[src/rtl/mccu_pkg.sv]
// Shared constants for the multicycle MIPS control unit: state encodings,
// ALU operation codes, opcode/func/rt fields and the decoded instruction class.
package mccu_pkg;

  localparam logic [2:0] S_IF  = 3'd0;
  localparam logic [2:0] S_ID  = 3'd1;
  localparam logic [2:0] S_EXE = 3'd2;
  localparam logic [2:0] S_MEM = 3'd3;
  localparam logic [2:0] S_WB  = 3'd4;

  localparam logic [3:0] ALUC_ADDU = 4'b0000;
  localparam logic [3:0] ALUC_SUBU = 4'b0001;
  localparam logic [3:0] ALUC_ADD  = 4'b0010;
  localparam logic [3:0] ALUC_SUB  = 4'b0011;
  localparam logic [3:0] ALUC_AND  = 4'b0100;
  localparam logic [3:0] ALUC_OR   = 4'b0101;
  localparam logic [3:0] ALUC_XOR  = 4'b0110;
  localparam logic [3:0] ALUC_NOR  = 4'b0111;
  localparam logic [3:0] ALUC_LUI  = 4'b1000;
  localparam logic [3:0] ALUC_SLTU = 4'b1010;
  localparam logic [3:0] ALUC_SLT  = 4'b1011;
  localparam logic [3:0] ALUC_SRA  = 4'b1100;
  localparam logic [3:0] ALUC_SRL  = 4'b1101;
  localparam logic [3:0] ALUC_SLL  = 4'b1110;

  localparam logic [5:0] OP_RTYPE  = 6'b000000;
  localparam logic [5:0] OP_REGIMM = 6'b000001;
  localparam logic [5:0] OP_J      = 6'b000010;
  localparam logic [5:0] OP_JAL    = 6'b000011;
  localparam logic [5:0] OP_BEQ    = 6'b000100;
  localparam logic [5:0] OP_BNE    = 6'b000101;
  localparam logic [5:0] OP_BLEZ   = 6'b000110;
  localparam logic [5:0] OP_BGTZ   = 6'b000111;
  localparam logic [5:0] OP_ADDI   = 6'b001000;
  localparam logic [5:0] OP_ADDIU  = 6'b001001;
  localparam logic [5:0] OP_SLTI   = 6'b001010;
  localparam logic [5:0] OP_SLTIU  = 6'b001011;
  localparam logic [5:0] OP_ANDI   = 6'b001100;
  localparam logic [5:0] OP_ORI    = 6'b001101;
  localparam logic [5:0] OP_XORI   = 6'b001110;
  localparam logic [5:0] OP_LUI    = 6'b001111;
  localparam logic [5:0] OP_LW     = 6'b100011;
  localparam logic [5:0] OP_SW     = 6'b101011;

  localparam logic [5:0] F_SLL  = 6'b000000;
  localparam logic [5:0] F_SRL  = 6'b000010;
  localparam logic [5:0] F_SRA  = 6'b000011;
  localparam logic [5:0] F_SLLV = 6'b000100;
  localparam logic [5:0] F_SRLV = 6'b000110;
  localparam logic [5:0] F_SRAV = 6'b000111;
  localparam logic [5:0] F_JR   = 6'b001000;
  localparam logic [5:0] F_JALR = 6'b001001;
  localparam logic [5:0] F_ADD  = 6'b100000;
  localparam logic [5:0] F_ADDU = 6'b100001;
  localparam logic [5:0] F_SUB  = 6'b100010;
  localparam logic [5:0] F_SUBU = 6'b100011;
  localparam logic [5:0] F_AND  = 6'b100100;
  localparam logic [5:0] F_OR   = 6'b100101;
  localparam logic [5:0] F_XOR  = 6'b100110;
  localparam logic [5:0] F_NOR  = 6'b100111;
  localparam logic [5:0] F_SLT  = 6'b101010;
  localparam logic [5:0] F_SLTU = 6'b101011;

  localparam logic [4:0] RT_BLTZ = 5'b00000;
  localparam logic [4:0] RT_BGEZ = 5'b00001;

  // One-hot instruction class; alu_is sign-extends its immediate, alu_iz zero-extends.
  typedef struct packed {
    logic alu_r;
    logic shift_r;
    logic alu_is;
    logic alu_iz;
    logic lw;
    logic sw;
    logic beq;
    logic bne;
    logic bgez;
    logic bltz;
    logic blez;
    logic bgtz;
    logic j;
    logic jal;
    logic jr;
    logic jalr;
    logic illegal;
  } inst_cls_t;

endpackage

[src/rtl/mccu_decode.sv]
// Combinational instruction decoder: IR op/func/rt fields to a one-hot class
// and the ALU operation used in EXE.
module mccu_decode
  import mccu_pkg::*;
(
  input  logic [5:0] i_op,
  input  logic [5:0] i_func,
  input  logic [4:0] i_rt,
  output inst_cls_t  o_cls,
  output logic [3:0] o_aluc
);

  always_comb begin
    o_cls  = '0;
    o_aluc = ALUC_ADD;
    case (i_op)
      OP_RTYPE: begin
        case (i_func)
          F_ADD:  begin o_cls.alu_r = 1'b1;   o_aluc = ALUC_ADD;  end
          F_ADDU: begin o_cls.alu_r = 1'b1;   o_aluc = ALUC_ADDU; end
          F_SUB:  begin o_cls.alu_r = 1'b1;   o_aluc = ALUC_SUB;  end
          F_SUBU: begin o_cls.alu_r = 1'b1;   o_aluc = ALUC_SUBU; end
          F_AND:  begin o_cls.alu_r = 1'b1;   o_aluc = ALUC_AND;  end
          F_OR:   begin o_cls.alu_r = 1'b1;   o_aluc = ALUC_OR;   end
          F_XOR:  begin o_cls.alu_r = 1'b1;   o_aluc = ALUC_XOR;  end
          F_NOR:  begin o_cls.alu_r = 1'b1;   o_aluc = ALUC_NOR;  end
          F_SLT:  begin o_cls.alu_r = 1'b1;   o_aluc = ALUC_SLT;  end
          F_SLTU: begin o_cls.alu_r = 1'b1;   o_aluc = ALUC_SLTU; end
          F_SLL:  begin o_cls.shift_r = 1'b1; o_aluc = ALUC_SLL;  end
          F_SRL:  begin o_cls.shift_r = 1'b1; o_aluc = ALUC_SRL;  end
          F_SRA:  begin o_cls.shift_r = 1'b1; o_aluc = ALUC_SRA;  end
          F_SLLV: begin o_cls.alu_r = 1'b1;   o_aluc = ALUC_SLL;  end
          F_SRLV: begin o_cls.alu_r = 1'b1;   o_aluc = ALUC_SRL;  end
          F_SRAV: begin o_cls.alu_r = 1'b1;   o_aluc = ALUC_SRA;  end
          F_JR:   o_cls.jr   = 1'b1;
          F_JALR: o_cls.jalr = 1'b1;
          default: o_cls.illegal = 1'b1;
        endcase
      end
      OP_REGIMM: begin
        o_aluc = ALUC_SUB;
        if (i_rt == RT_BGEZ)      o_cls.bgez    = 1'b1;
        else if (i_rt == RT_BLTZ) o_cls.bltz    = 1'b1;
        else                      o_cls.illegal = 1'b1;
      end
      OP_J:     o_cls.j   = 1'b1;
      OP_JAL:   o_cls.jal = 1'b1;
      OP_BEQ:   begin o_cls.beq  = 1'b1; o_aluc = ALUC_SUB; end
      OP_BNE:   begin o_cls.bne  = 1'b1; o_aluc = ALUC_SUB; end
      OP_BLEZ:  begin o_cls.blez = 1'b1; o_aluc = ALUC_SUB; end
      OP_BGTZ:  begin o_cls.bgtz = 1'b1; o_aluc = ALUC_SUB; end
      OP_ADDI:  begin o_cls.alu_is = 1'b1; o_aluc = ALUC_ADD;  end
      OP_ADDIU: begin o_cls.alu_is = 1'b1; o_aluc = ALUC_ADDU; end
      OP_SLTI:  begin o_cls.alu_is = 1'b1; o_aluc = ALUC_SLT;  end
      OP_SLTIU: begin o_cls.alu_is = 1'b1; o_aluc = ALUC_SLTU; end
      OP_ANDI:  begin o_cls.alu_iz = 1'b1; o_aluc = ALUC_AND;  end
      OP_ORI:   begin o_cls.alu_iz = 1'b1; o_aluc = ALUC_OR;   end
      OP_XORI:  begin o_cls.alu_iz = 1'b1; o_aluc = ALUC_XOR;  end
      OP_LUI:   begin o_cls.alu_iz = 1'b1; o_aluc = ALUC_LUI;  end
      OP_LW:    o_cls.lw = 1'b1;
      OP_SW:    o_cls.sw = 1'b1;
      default:  o_cls.illegal = 1'b1;
    endcase
  end

endmodule

[src/rtl/mccu_fsm.sv]
// Multicycle control FSM (IF/ID/EXE/MEM/WB). Outputs are combinational from
// the state register and the decode; every output is forced to 0 while rst=1.
module mccu_fsm
  import mccu_pkg::*;
(
  input  logic       clk,
  input  logic       rst,
  input  logic [5:0] op,
  input  logic [5:0] func,
  input  logic [4:0] rt,
  input  logic       z,
  input  logic       n,
  input  logic       mem_ready,
  output logic       mem_req,
  output logic       iord,
  output logic       wir,
  output logic       wpc,
  output logic       wtarget,
  output logic       wmem,
  output logic       wreg,
  output logic       regrt,
  output logic       jal,
  output logic       sext,
  output logic       m2reg,
  output logic       shift,
  output logic       cmpz,
  output logic       alusrca,
  output logic [1:0] alusrcb,
  output logic [1:0] pcsource,
  output logic [3:0] aluc,
  output logic       illegal,
  output logic [2:0] state
);

  logic [2:0] r_state;
  logic [2:0] w_next;
  inst_cls_t  w_cls;
  logic [3:0] w_aluc;
  logic       w_branch;
  logic       w_taken;

  mccu_decode u_decode (
    .i_op   (op),
    .i_func (func),
    .i_rt   (rt),
    .o_cls  (w_cls),
    .o_aluc (w_aluc)
  );

  assign w_branch = w_cls.beq | w_cls.bne | w_cls.bgez | w_cls.bltz | w_cls.blez | w_cls.bgtz;
  assign w_taken  = (w_cls.beq  & z)       | (w_cls.bne  & ~z)
                  | (w_cls.bgez & ~n)      | (w_cls.bltz & n)
                  | (w_cls.blez & (z | n)) | (w_cls.bgtz & ~z & ~n);

  always_ff @(posedge clk or posedge rst) begin
    if (rst) r_state <= S_IF;
    else     r_state <= w_next;
  end

  assign state = r_state;

  always_comb begin
    mem_req  = 1'b0;
    iord     = 1'b0;
    wir      = 1'b0;
    wpc      = 1'b0;
    wtarget  = 1'b0;
    wmem     = 1'b0;
    wreg     = 1'b0;
    regrt    = 1'b0;
    jal      = 1'b0;
    sext     = 1'b0;
    m2reg    = 1'b0;
    shift    = 1'b0;
    cmpz     = 1'b0;
    alusrca  = 1'b0;
    alusrcb  = 2'b00;
    pcsource = 2'b00;
    aluc     = ALUC_ADDU;
    illegal  = 1'b0;
    w_next   = S_IF;
    if (!rst) begin
      case (r_state)
        S_IF: begin
          mem_req = 1'b1;
          w_next  = S_IF;
          if (mem_ready) begin
            wir     = 1'b1;
            wpc     = 1'b1;
            alusrcb = 2'b01;
            aluc    = ALUC_ADD;
            w_next  = S_ID;
          end
        end
        S_ID: begin
          if (w_cls.illegal) begin
            illegal = 1'b1;
          end else begin
            wtarget = 1'b1;
            alusrcb = 2'b11;
            aluc    = ALUC_ADD;
            sext    = 1'b1;
            if (w_cls.j | w_cls.jal) begin
              wpc      = 1'b1;
              pcsource = 2'b11;
              wreg     = w_cls.jal;
              jal      = w_cls.jal;
            end else if (w_cls.jr | w_cls.jalr) begin
              wpc      = 1'b1;
              pcsource = 2'b10;
              wreg     = w_cls.jalr;
              jal      = w_cls.jalr;
            end else begin
              w_next = S_EXE;
            end
          end
        end
        S_EXE: begin
          alusrca = 1'b1;
          if (w_cls.lw | w_cls.sw) begin
            aluc    = ALUC_ADD;
            alusrcb = 2'b10;
            sext    = 1'b1;
            w_next  = S_MEM;
          end else if (w_branch) begin
            // Single-operand branches compare rs against a forced-zero B.
            aluc = ALUC_SUB;
            cmpz = ~(w_cls.beq | w_cls.bne);
            if (w_taken) begin
              wpc      = 1'b1;
              pcsource = 2'b01;
            end
          end else begin
            aluc    = w_aluc;
            shift   = w_cls.shift_r;
            alusrcb = (w_cls.alu_is | w_cls.alu_iz) ? 2'b10 : 2'b00;
            sext    = w_cls.alu_is;
            w_next  = S_WB;
          end
        end
        S_MEM: begin
          mem_req = 1'b1;
          iord    = 1'b1;
          w_next  = S_MEM;
          if (mem_ready) begin
            wmem   = w_cls.sw;
            w_next = w_cls.sw ? S_IF : S_WB;
          end
        end
        S_WB: begin
          wreg   = 1'b1;
          regrt  = w_cls.alu_is | w_cls.alu_iz | w_cls.lw;
          m2reg  = w_cls.lw;
          w_next = S_IF;
        end
        default: w_next = S_IF;
      endcase
    end
  end

endmodule

[config.mk]
export PLATFORM = sky130hd
export DESIGN_NAME = mccu_fsm
export DESIGN_NICKNAME = d
export VERILOG_FILES = /design/src/rtl/mccu_pkg.sv /design/src/rtl/mccu_decode.sv /design/src/rtl/mccu_fsm.sv
export SDC_FILE = /design/constraint.sdc
export NUM_CORES = 1
export LEC_CHECK = 0
export ABC_AREA = 1
export CAP_MARGIN = 20
export CORE_MARGIN = 3
export CORE_UTILIZATION = 45
export DETAILED_ROUTE_END_ITERATION = 6
export DONT_BUFFER_PORTS = 1
export PLACE_DENSITY = 0.73
export SLEW_MARGIN = 10
export SYNTH_ARGS = -nofsm -noshare
export SYNTH_HDL_FRONTEND = slang
export SYNTH_SLANG_ARGS = --single-unit
[constraint.sdc]
create_clock -name clk -period 1.2 [get_ports clk]
set_input_delay 0.06 -clock clk [delete_from_list [all_inputs] [get_ports clk]]
set_output_delay 0.06 -clock clk [all_outputs]
set_load 0.02 [all_outputs]
* After elaboration in Yosys (flattened, before gate mapping)
Cells that the tools add are included.
** Storage, ports and cells
- Input bits :: 22
- Output and inout bits :: 26
- Bits in registers :: 3
- Logic and storage cells :: 185
** Cells by class
- Equality and inequality tests :: 39
- Muxes and demuxes :: 105
- Bitwise operators :: 26
- Reductions and logical operators :: 14
** Operators by type and width (number)
- 6-bit equality test, second input constant :: 12
- 1-bit two-way mux :: 71
- 6-bit by 4-bit equality test with 1-bit output, second input constant :: 10
- 4-bit one-hot mux with 12 select lines :: 1
- 6-bit by 3-bit equality test with 1-bit output, second input constant :: 7
- 4-bit one-hot mux with 9 select lines :: 1
- 2-bit two-way mux :: 16
- 6-bit by 2-bit equality test with 1-bit output, second input constant :: 4
- 18-bit OR reduction :: 1
- 1-bit OR :: 16
- 16-bit OR reduction :: 1
- 3-bit two-way mux :: 5
- 6-bit zero test :: 2
- 4-bit two-way mux :: 3
- 3-bit one-hot mux with 4 select lines :: 1
- 4-bit one-hot mux with 3 select lines :: 1
- 2-bit OR reduction :: 4
- 4-bit OR reduction :: 2
- 1-bit bitwise AND :: 7
- 3-bit by 2-bit equality test with 1-bit output, second input constant :: 2
- 6-bit by 1-bit equality test with 1-bit output, second input constant :: 1
- 1-bit one-hot mux with 3 select lines :: 2
- 2-bit one-hot mux with 3 select lines :: 1
- 5-bit by 1-bit equality test with 1-bit output, second input constant :: 1
- 9 further kinds :: 12

* Longest topological paths before layout
Gate-level depths: netlist (run 1).
- Depth after elaboration :: 14
- Depth in mapped cells :: 12
- Depth with buffers taken out :: 12

* Cells and area by module
A second synthesis (run 1) with hierarchy kept.
** Second synthesis, totals
- Cells, all modules :: 223
- Area, all modules :: 1116.1 sq um
** By module, submodules not included
- mccu_decode :: area each 571.8 sq um, cells each 121, instances 1
- mccu_fsm :: area each 544.3 sq um, cells each 102, instances 1

* Worst setup path after synthesis (run 1)
OpenSTA, ideal clock, no wires.
- Kind :: flip-flop to output port
- Start point :: register r_state[2], in the netlist state[2]
- End point :: output port shift
- Stages on the path, launching flop included :: 6
- Buffers on the path :: 0
- Setup slack :: -0.712 ns
- Data arrival time :: 1.852 ns
- Data required time :: 1.140 ns
- Path through :: dfrtp_1 > inv_1 > nand3_1 > nor2_1 > nand2_1 > nor4_1
** Between the ends
- Word-level cells in the longest chain between the ends :: 3
** RTL lines
- start: declaration :: RTL line mccu_fsm.sv:35 : logic [2:0] r_state;
- start signal: assignment :: RTL line mccu_fsm.sv:57 : else r_state <= w_next;
- 3-bit by 2-bit equality test with 1-bit output :: RTL line mccu_fsm.sv:83 : case (r_state)
- 1-bit two-way mux :: RTL line mccu_fsm.sv:83
- 1-bit two-way mux :: RTL line mccu_fsm.sv:82 : if (!rst) begin
- end: declaration :: RTL line mccu_fsm.sv:25 : output logic shift,
Every way passes these cells.

* Worst setup path after layout (run 1)
- Start point :: register r_state[0], in the netlist state[0]
- End point :: output port m2reg
** Between the ends
- Word-level cells in the longest chain between the ends :: 3
** RTL lines
- 3-bit equality test :: RTL line mccu_fsm.sv:83
- 1-bit two-way mux :: RTL line mccu_fsm.sv:83
- 1-bit two-way mux :: RTL line mccu_fsm.sv:82
- end: declaration :: RTL line mccu_fsm.sv:24 : output logic m2reg,
Every way passes these cells.

==> metrics.txt, run 1 <==
largest area contributor in the netlist=nand2_1; GRT Resource Usage Total=24.3%; Port-buffer cells=0; sequential cell area in the final layout=78.8 um2; leakage power=0.859 nW; highest achievable clock rate=616 MHz; DRC violation total after the first TritonRoute iteration=152; Routed wire per std cell=16.3 um; placed instance area=1510 um2; Congestion Overflow GR=0; Yosys warning count=0; Total Die Area=3090 um2; Area growth, synth to finish=62.5%; power dissipated by switching net loads=0.000305 W; final design instance area without fill=1800 um2; net switching fraction of the power=45.4%; share of post-route cells with drive strength above 1=44.3%; Vert. Die Dim=55.6 um; routability congestion estimate=0.883; standard-cell row count=17; number of flip-flops under the largest register name=3; combinational group share of total power=55.3%; cell types occupying the most area after synthesis=nand2_1 (17%), nand3_1 (14%), nor2_1 (12%); TritonCTS clock tree=yes; final critical-path setup slack=-0.423 ns; Post-Syn Nets=235; wire length of the first global-routing pass=6140 um; Die X-Extent=55.6 um; Synth top cells by count=nand2_1 (49), nor2_1 (36), inv_1 (34), nand3_1 (31), a21oi_1 (11); total negative slack for setup checks=-8.28 ns; clock root buffer master=clkbuf_4; count of final setup violators=26; largest fanout on the critical path=3; CP Capture Type=primary output; proportion of register bits with asynchronous set or reset after synthesis=100%; final HPWL from detailed placement=2960 um; worst hold path class=input pin to register; violated checks=setup timing; DR pass1 iterations=5; launching element type of the critical path=register; tightest slew margin relative to the limit=72.9%; RSZ-0062 raised after global routing=yes; Via Count=1638; instance count after placement with tap cells included=278; synthesized area divided by synthesized cell count=5.19 um2; final standard cell count with taps included and fillers excluded=290; antenna violations before repair=0; slew at the pin with the worst max-slew slack=0.404 ns; cell area after technology mapping=1100 um2; category of the most critical setup path=register to primary output; number of buffers created by CTS=3; register bit total from synthesis=3; clock-pin slew reported for the worst setup and hold paths after clock tree synthesis=0.04 ns; crit path DAT=1.56 ns; clk sinks=3; most repeated cell in the gate-level netlist after synthesis=nand2_1; flip-flop cell with the highest count after synthesis=dfrtp_1; Max-cap violations=0; Final nets=285; clk_lat worst skew=0.25 ns; IO Pins=48; share of total power in sequential cells=16.4%; result of the run=finished, violations left; Tcrit/Tclk final=135%; core area=2280 um2; H-tree level count=1; number of enable flip-flop cells after synthesis=0; maximum number of pins on one net before global-route repair=9; synthesized netlist cell count=213; fill count=172; clock share of power=28.3%; clock skew=0.00324 ns; Internal=0.000367 W; peak supply drop=463 uV; vias per cell=5.65; minimum period implied by the final worst setup slack=1.62 ns; count of cell types in the netlist=30; final hold violation count=0; initial standard-cell utilization of the core=48.5%; max-slew violation count=0; via count of the first global-routing pass=1416; DRC=0; Power Density=374 nW/um2; number of inserted diodes=0; footprint of the multi-input gates=1130 um2; Req. time, crit path=1.14 ns; deepest clock path buffer count=2; register area share after synthesis=6.80%; area fraction of the dominant cell type after synthesis=16.6%; overall routed net length=4740 um; Antenna Nets Post-Route=0
## logic make-up after synthesis
| kind of cell | share of synthesized area, % |
|---|---|
| DFF | 6.79 |
| buffers and inverters | 15.5 |
| and+or+nand+nor | 65.6 |
| AOI/OAI and AO/OA | 12.1 |
## routing by layer
layer,vias to the layer above,GRT usage [%],part of all wire (%)
met5,-,0,0
met4,0,7.99,5.1
met3,30,6.07,7.4
met2,89,38.7,47
met1,734,31.7,40
li1,785,-,-
## power groups by stage
stage | combinational (W) | clock, W | sequential [W]
CTS | 0.000315 | 0.000183 | 0.000109
global placement | 0.000289 | 0 | 0.000110
global route | 0.000400 | 0.000198 | 0.000111
finish | 0.000372 | 0.000190 | 0.000110
detailed placement | 0.000292 | 0 | 0.000110
floorplan | 0.000207 | 0 | 0.000114
## worst paths after layout
check                                         from            endpoint  slack [ns]  cells past startpoint
worst max register to register  state[1]$_DFF_PP0_  state[1]$_DFF_PP0_       -0.25                      6
worst min register to register  state[0]$_DFF_PP0_  state[0]$_DFF_PP0_        0.83                      4
min in group asynchronous                      rst  state[2]$_DFF_PP0_        0.33                      2
worst min-delay path                     mem_ready  state[0]$_DFF_PP0_        0.06                      2
max in group asynchronous                      rst  state[1]$_DFF_PP0_        0.51                      3
worst max-delay path            state[0]$_DFF_PP0_               m2reg       -0.42                      5
## per-stage QoR
stage / utilization (%) / setup slack [ns] / hold slack, ns / power [W]
2_1_floorplan: - / -0.184 / 0.0300 / 0.000321
3_3_place_gp: 66.5 / -0.112 / -0.136 / 0.000399
3_5_place_dp: 66.5 / -0.140 / -0.136 / 0.000402
4_1_cts: 71.5 / -0.266 / 0.00557 / 0.000607
5_1_grt: 78.9 / -0.471 / 0.0543 / 0.000708
6_report: 78.9 / -0.423 / 0.0605 / 0.000672
## final cells by class
cell class                 count  share of cell area, %
tap                           28                   1.95
multi-input combinational    169                   62.9
sequential                     3                   4.39
inverter                      39                   8.57
timing repair buffer          47                   20.8
clock buffer                   4                   1.46
## worst max-delay path: stages, from the launching register on
cell and delay [ns]:
dfrtp_2 0.41, buf_4 0.14, nor2_2 0.20, nand3_2 0.15
nor2_1 0.22, buf_4 0.19
## cells in the final DEF (no fill, tap or decap), drive strengths merged, types with 3 or more instances in the layout
| cell | instances |
|---|---|
| nand4 | 4 |
| nor2 | 47 |
| inv | 38 |
| nand2 | 54 |
| a21oi | 11 |
| nand3 | 34 |
| o21ai | 7 |
| dfrtp | 3 |
| buf | 45 |
| clkbuf | 4 |
## repair_timing
item	CTS	global route
hold endpoints to repair	6	1
gates cloned	0	0
pin swaps	8	13
setup endpoints to repair	25	26
gates resized for setup	17	30
hold buffers	1	1
buffers inserted	2	4
(Power assumes the default switching activity.)
==> run 2, diff against run 1 <==
--- a/config.mk
+++ b/config.mk
@@ -12,6 +12,7 @@
 export DETAILED_ROUTE_END_ITERATION = 6
 export DONT_BUFFER_PORTS = 1
 export PLACE_DENSITY = 0.73
+export SETUP_SLACK_MARGIN = 0.15
 export SLEW_MARGIN = 10
 export SYNTH_ARGS = -nofsm -noshare
 export SYNTH_HDL_FRONTEND = slang
==> run 2 against run 1 <==
Compared with the run above: the flow still finishes with violations (setup timing); flip-flop and latch count is the same; largest cell class unchanged; hold slack gained 0.074 ns; die area is the same; critical endpoint is now wreg; critical path type unchanged; register-to-register slack gained 0.22 ns.
==> metrics.txt, run 2 (same netlist as run 1, synthesis figures left out) <==
routability congestion estimate=0.987; Area growth, synth to finish=66.3%; commonest cells after routing, fill and taps aside=nand2_1 (44), buf_4 (31), nor2_1 (27); CP Capture Type=primary output; number of inserted diodes=0; clock skew=0.000309 ns; clock-pin slew reported for the worst setup and hold paths after clock tree synthesis=0.04 ns; RSZ-0062 raised after global routing=yes; slew at the pin with the worst max-slew slack=0.397 ns; footprint of the multi-input gates=1150 um2; tightest slew margin relative to the limit=73.4%; worst hold path class=input pin to register; category of the most critical setup path=register to primary output; max-slew violation count=0; wire length of the first global-routing pass=6690 um; Req. time, crit path=1.14 ns; Routed wire per std cell=16.1 um; result of the run=finished, violations left; highest achievable clock rate=636 MHz; Congestion Overflow GR=0; IO Pins=48; post-place setup slack=-0.0797 ns; clock root buffer master=clkbuf_4; Max stage delay on crit path=0.42 ns; number of flip-flops under the largest register name=3; buffering stage count on the worst path with inverters included=2; Final nets=282; final critical-path setup slack=-0.371 ns; DR pass1 iterations=5; core area=2280 um2; Power Density=367 nW/um2; final design instance area without fill=1840 um2; Via Count=1659; initial standard-cell utilization of the core=48.5%; Antenna Nets Post-Route=0; peak supply drop=448 uV; utilization after layout=80.7%; violated checks=setup timing; number of buffers created by CTS=3; overall routed net length=4620 um; placed instance area=1500 um2; Total Die Area=3090 um2; sequential cell area in the final layout=78.8 um2; via count of the first global-routing pass=1505; share of post-route cells with drive strength above 1=44.8%; GRT Resource Usage Total=26.1%; fill count=145; largest fanout on the critical path=4; clk_lat worst skew=0.24 ns; vias per cell=5.78; hold slack final=0.134 ns; deepest clock path buffer count=2; DRC=0; DRC violation total after the first TritonRoute iteration=103; antenna violations before repair=0; Tcrit/Tclk final=131%; launching element type of the critical path=register; Vert. Die Dim=55.6 um; final hold violation count=0; slowest cell on the critical path=dfrtp_2; crit path DAT=1.51 ns; Max-cap violations=0; H-tree level count=1; minimum period implied by the final worst setup slack=1.57 ns; Port-buffer cells=0; final HPWL from detailed placement=3080 um; most common cell after layout, fill and taps aside=nand2_1; leakage power=0.857 nW; maximum number of pins on one net before global-route repair=10; family with the most delay on the worst path=flip-flops; ordered list of cells on the worst path=nor3_2 -> buf_4 -> buf_12 -> nand4_4 -> o21ai_4; TritonCTS clock tree=yes; count of final setup violators=25; Die X-Extent=55.6 um; clk sinks=3; standard-cell row count=17
run 2: per-stage QoR:
step | TNS, ns | power [W] | instances
6_report | -6.08 | 0.000673 | 287
5_1_grt | -7.38 | 0.000710 | 287
3_3_place_gp | -0.259 | 0.000389 | 272
2_1_floorplan | -1.36 | 0.000327 | 213
4_1_cts | -4.41 | 0.000613 | 282
3_5_place_dp | -0.438 | 0.000399 | 272
run 2: worst paths after layout:
| path | startpoint | end | slack, ns | depth (start not counted) |
|---|---|---|---|---|
| max in group asynchronous | rst | state[0]$_DFF_PP0_ | 0.90 | 3 |
| worst min register to register | state[0]$_DFF_PP0_ | state[0]$_DFF_PP0_ | 0.78 | 4 |
| worst max register to register | state[1]$_DFF_PP0_ | state[0]$_DFF_PP0_ | -0.03 | 4 |
| worst min-delay path | mem_ready | state[0]$_DFF_PP0_ | 0.13 | 3 |
| min in group asynchronous | rst | state[2]$_DFF_PP0_ | 0.16 | 3 |
| worst max-delay path | state[2]$_DFF_PP0_ | wreg | -0.37 | 5 |
run 2: cell type report:
type | instances | area share, %
repair buffers | 44 | 21.1
well taps | 28 | 1.91
flip-flops and latches | 3 | 4.29
clock buffers | 4 | 1.43
multi-input cells | 169 | 62.9
inverters | 39 | 8.38
run 2: worst reg2reg max path, cell delays in order, from the launching register on:
cell and delay (ns):
dfrtp_2 0.46, nor2_2 0.24, nand3_2 0.14, buf_4 0.17
a21oi_1 0.14
run 2: report_power, final:
group	leakage (nW)	total (W)	internal, W	switching, W
Combinational	0.806	0.000370	0.000134	0.000236
Sequential	0.0362	0.000110	0.000105	0.00000434
Clock	0.0150	0.000194	0.000126	0.0000681
Total	0.857	0.000673	0.000365	0.000308
run 2: repair_timing:
action                                  CTS  global route
endpoints found under the hold margin     6             0
buffers inserted                          4             5
resized for setup                        34            18
pin swaps                                14             6
hold buffers                              2             0
endpoints found under the setup margin   26            26
cloned                                    0             0
run 2: routing by layer:
layer / global-route usage [%] / wire [um] / vias to the layer above
met2: 47.8 / 2360 / 92
li1: - / - / 781
met1: 29.8 / 1760 / 764
met3: 4.21 / 302 / 22
met5: 0 / 0 / -
met4: 9.72 / 197 / 0
==> run 3, diff against run 2 <==
--- a/config.mk
+++ b/config.mk
@@ -6,12 +6,11 @@
 export NUM_CORES = 1
 export LEC_CHECK = 0
 export ABC_AREA = 1
-export CAP_MARGIN = 20
+export CAP_MARGIN = 40
 export CORE_MARGIN = 3
 export CORE_UTILIZATION = 45
 export DETAILED_ROUTE_END_ITERATION = 6
 export DONT_BUFFER_PORTS = 1
-export PLACE_DENSITY = 0.73
 export SETUP_SLACK_MARGIN = 0.15
 export SLEW_MARGIN = 10
 export SYNTH_ARGS = -nofsm -noshare
==> run 3 against run 2 <==
Compared with the run above: the run still ends with setup timing left; final cell count up 1.7%; non-clock buffer count grew 5; setup slack improved by 0.047 ns; hold slack improved by 0.019 ns; clock skew up 0.0069 ns; count of clock-buffer cells in the layout unchanged; sequential share of layout area rose by 0.053 points; power about the same; critical path type unchanged; largest power group unchanged.
==> metrics.txt, run 3 (same netlist as run 1, synthesis figures left out) <==
result of the run=finished, violations left; violated checks=setup timing; antenna violations before repair=0; DRC=0; leakage power=0.891 nW; Tcrit/Tclk final=127%; RSZ-0062 raised after global routing=yes; standard-cell row count=17; Req. time, crit path=1.14 ns; endpoint of the worst-slack reg-to-reg timing path=state[0]$_DFF_PP0_; Worst Setup SP=state[2]$_DFF_PP0_; final standard cell count with taps included and fillers excluded=292; Vert. Die Dim=55.6 um; TritonCTS clock tree=yes; final HPWL from detailed placement=3110 um; most common cell after layout, fill and taps aside=buf_4; H-tree level count=1; final hold violation count=0; slew at the pin with the worst max-slew slack=0.342 ns; routability congestion estimate=0.887; Congestion Overflow GR=0; clock share of power=29.1%; wire length of the first global-routing pass=7110 um; number of buffers created by CTS=3; destination of the worst hold path=pcsource[0]; max-slew violation count=0; hold-critical path depth=1; crit path DAT=1.46 ns; IO Pins=48; Port-buffer cells=0; maximum number of pins on one net before global-route repair=9; largest fanout on the critical path=6; clock root buffer master=clkbuf_4; Total Die Area=3090 um2; category of the most critical setup path=register to primary output; Power Density=371 nW/um2; number of flip-flops under the largest register name=3; Area growth, synth to finish=64.2%; hold slack final=0.153 ns; via count of the first global-routing pass=1563; Max-cap violations=0; reg2reg path depth=7; internal reg-to-reg setup slack=-0.16 ns; source of the worst hold timing path=rst; GRT Resource Usage Total=28.1%; tightest slew margin relative to the limit=77.1%; power dissipated by switching net loads=0.000303 W; fill count=171; minimum period implied by the final worst setup slack=1.52 ns; Final nets=287; share of total power in sequential cells=16.4%; initial standard-cell utilization of the core=48.5%; Routed wire per std cell=15.4 um; clk_lat worst skew=0.25 ns; Internal=0.000370 W; core area=2280 um2; net switching fraction of the power=45.0%; combinational group share of total power=54.5%; commonest cells after routing, fill and taps aside=buf_4 (41), nand2_1 (40), nand3_1 (28); Via Count=1659; startpoint of the worst-slack reg-to-reg timing path=state[1]$_DFF_PP0_; clk sinks=3; worst hold path class=input pin to primary output; clock skew=0.00723 ns; clock-pin slew reported for the worst setup and hold paths after clock tree synthesis=0.04 ns; launching element type of the critical path=register; number of inserted diodes=0; CP Capture Type=primary output; vias per cell=5.68; count of final setup violators=25; peak supply drop=520 uV; highest achievable clock rate=656 MHz; DR pass1 iterations=4; deepest clock path buffer count=2; Die X-Extent=55.6 um; share of post-route cells with drive strength above 1=45.5%; instance count after placement with tap cells included=281; DRC violation total after the first TritonRoute iteration=100; final critical-path setup slack=-0.324 ns; overall routed net length=4510 um; Antenna Nets Post-Route=0
-- run 3: cell types whose count changed in the layout (fill, tap and decap cells not counted), moves of 2 or more --
cell           before  now
nor2_2              8   10
nand2_4             2    6
nand3_1            25   28
nand3_4             4    1
nand2_1            44   40
buf_6              10    5
dlygate4sd3_1       1    3
buf_4              31   41
-- run 3: power by group through the flow --
stage / Clock [W] / Combinational, W / Sequential [W]
final: 0.000196 / 0.000367 / 0.000110
after global routing: 0.000208 / 0.000395 / 0.000111
after CTS: 0.000191 / 0.000345 / 0.000110
after detailed placement: 0 / 0.000301 / 0.000111
after global placement: 0 / 0.000297 / 0.000110
after floorplan: 0 / 0.000213 / 0.000114
-- run 3: cell type report --
type	instances	area (um2)	share of cell area (%)
timing repair buffer	49	394	21.7
sequential	3	78.8	4.34
tap	28	35.0	1.93
inverter	39	156	8.62
clock buffer	4	26.3	1.45
multi-input combinational	169	1120	61.9
-- run 3: what timing repair did --
item	in CTS	in global routing
setup endpoints to repair	26	26
gates resized for setup	39	6
setup buffers	2	2
hold buffers	3	0
endpoints found under the hold margin	6	0
pin swaps	15	5
-- run 3: metrics by stage --
stage / power (W) / setup WS, ns / setup TNS (ns) / cell area, um2 / util (%)
after floorplan: 0.000327 / -0.184 / -1.36 / 1240 / -
after global placement: 0.000407 / -0.0613 / -0.306 / 1570 / 68.9
after global routing: 0.000714 / -0.365 / -7.04 / 1810 / 79.7
after CTS: 0.000647 / -0.270 / -4.60 / 1780 / 78.2
final: 0.000673 / -0.324 / -5.82 / 1810 / 79.7
after detailed placement: 0.000411 / -0.0878 / -0.554 / 1570 / 68.9
-- run 3: how the worst max path moves through the flow --
stage | end | cells after the start
finish | wreg | 4
global route | wreg | 4
global placement | shift | 6
detailed placement | shift | 6
CTS | wreg | 4
floorplan | shift | 5
-- run 3: metal layers --
| layer | up-vias | wire length, um | track usage (%) |
|---|---|---|---|
| met2 | 102 | 2240 | 49.5 |
| met3 | 20 | 403 | 6.78 |
| met4 | 0 | 171 | 8.68 |
| met1 | 748 | 1700 | 33.3 |
| met5 | - | 0 | 0 |
| li1 | 789 | - | - |
-- run 3: critical path, stage by stage (launching register included) --
cell and delay, ns:
dfrtp_2 0.43, nor3_2 0.17, buf_4 0.18, nand4_4 0.17, o21ai_4 0.26
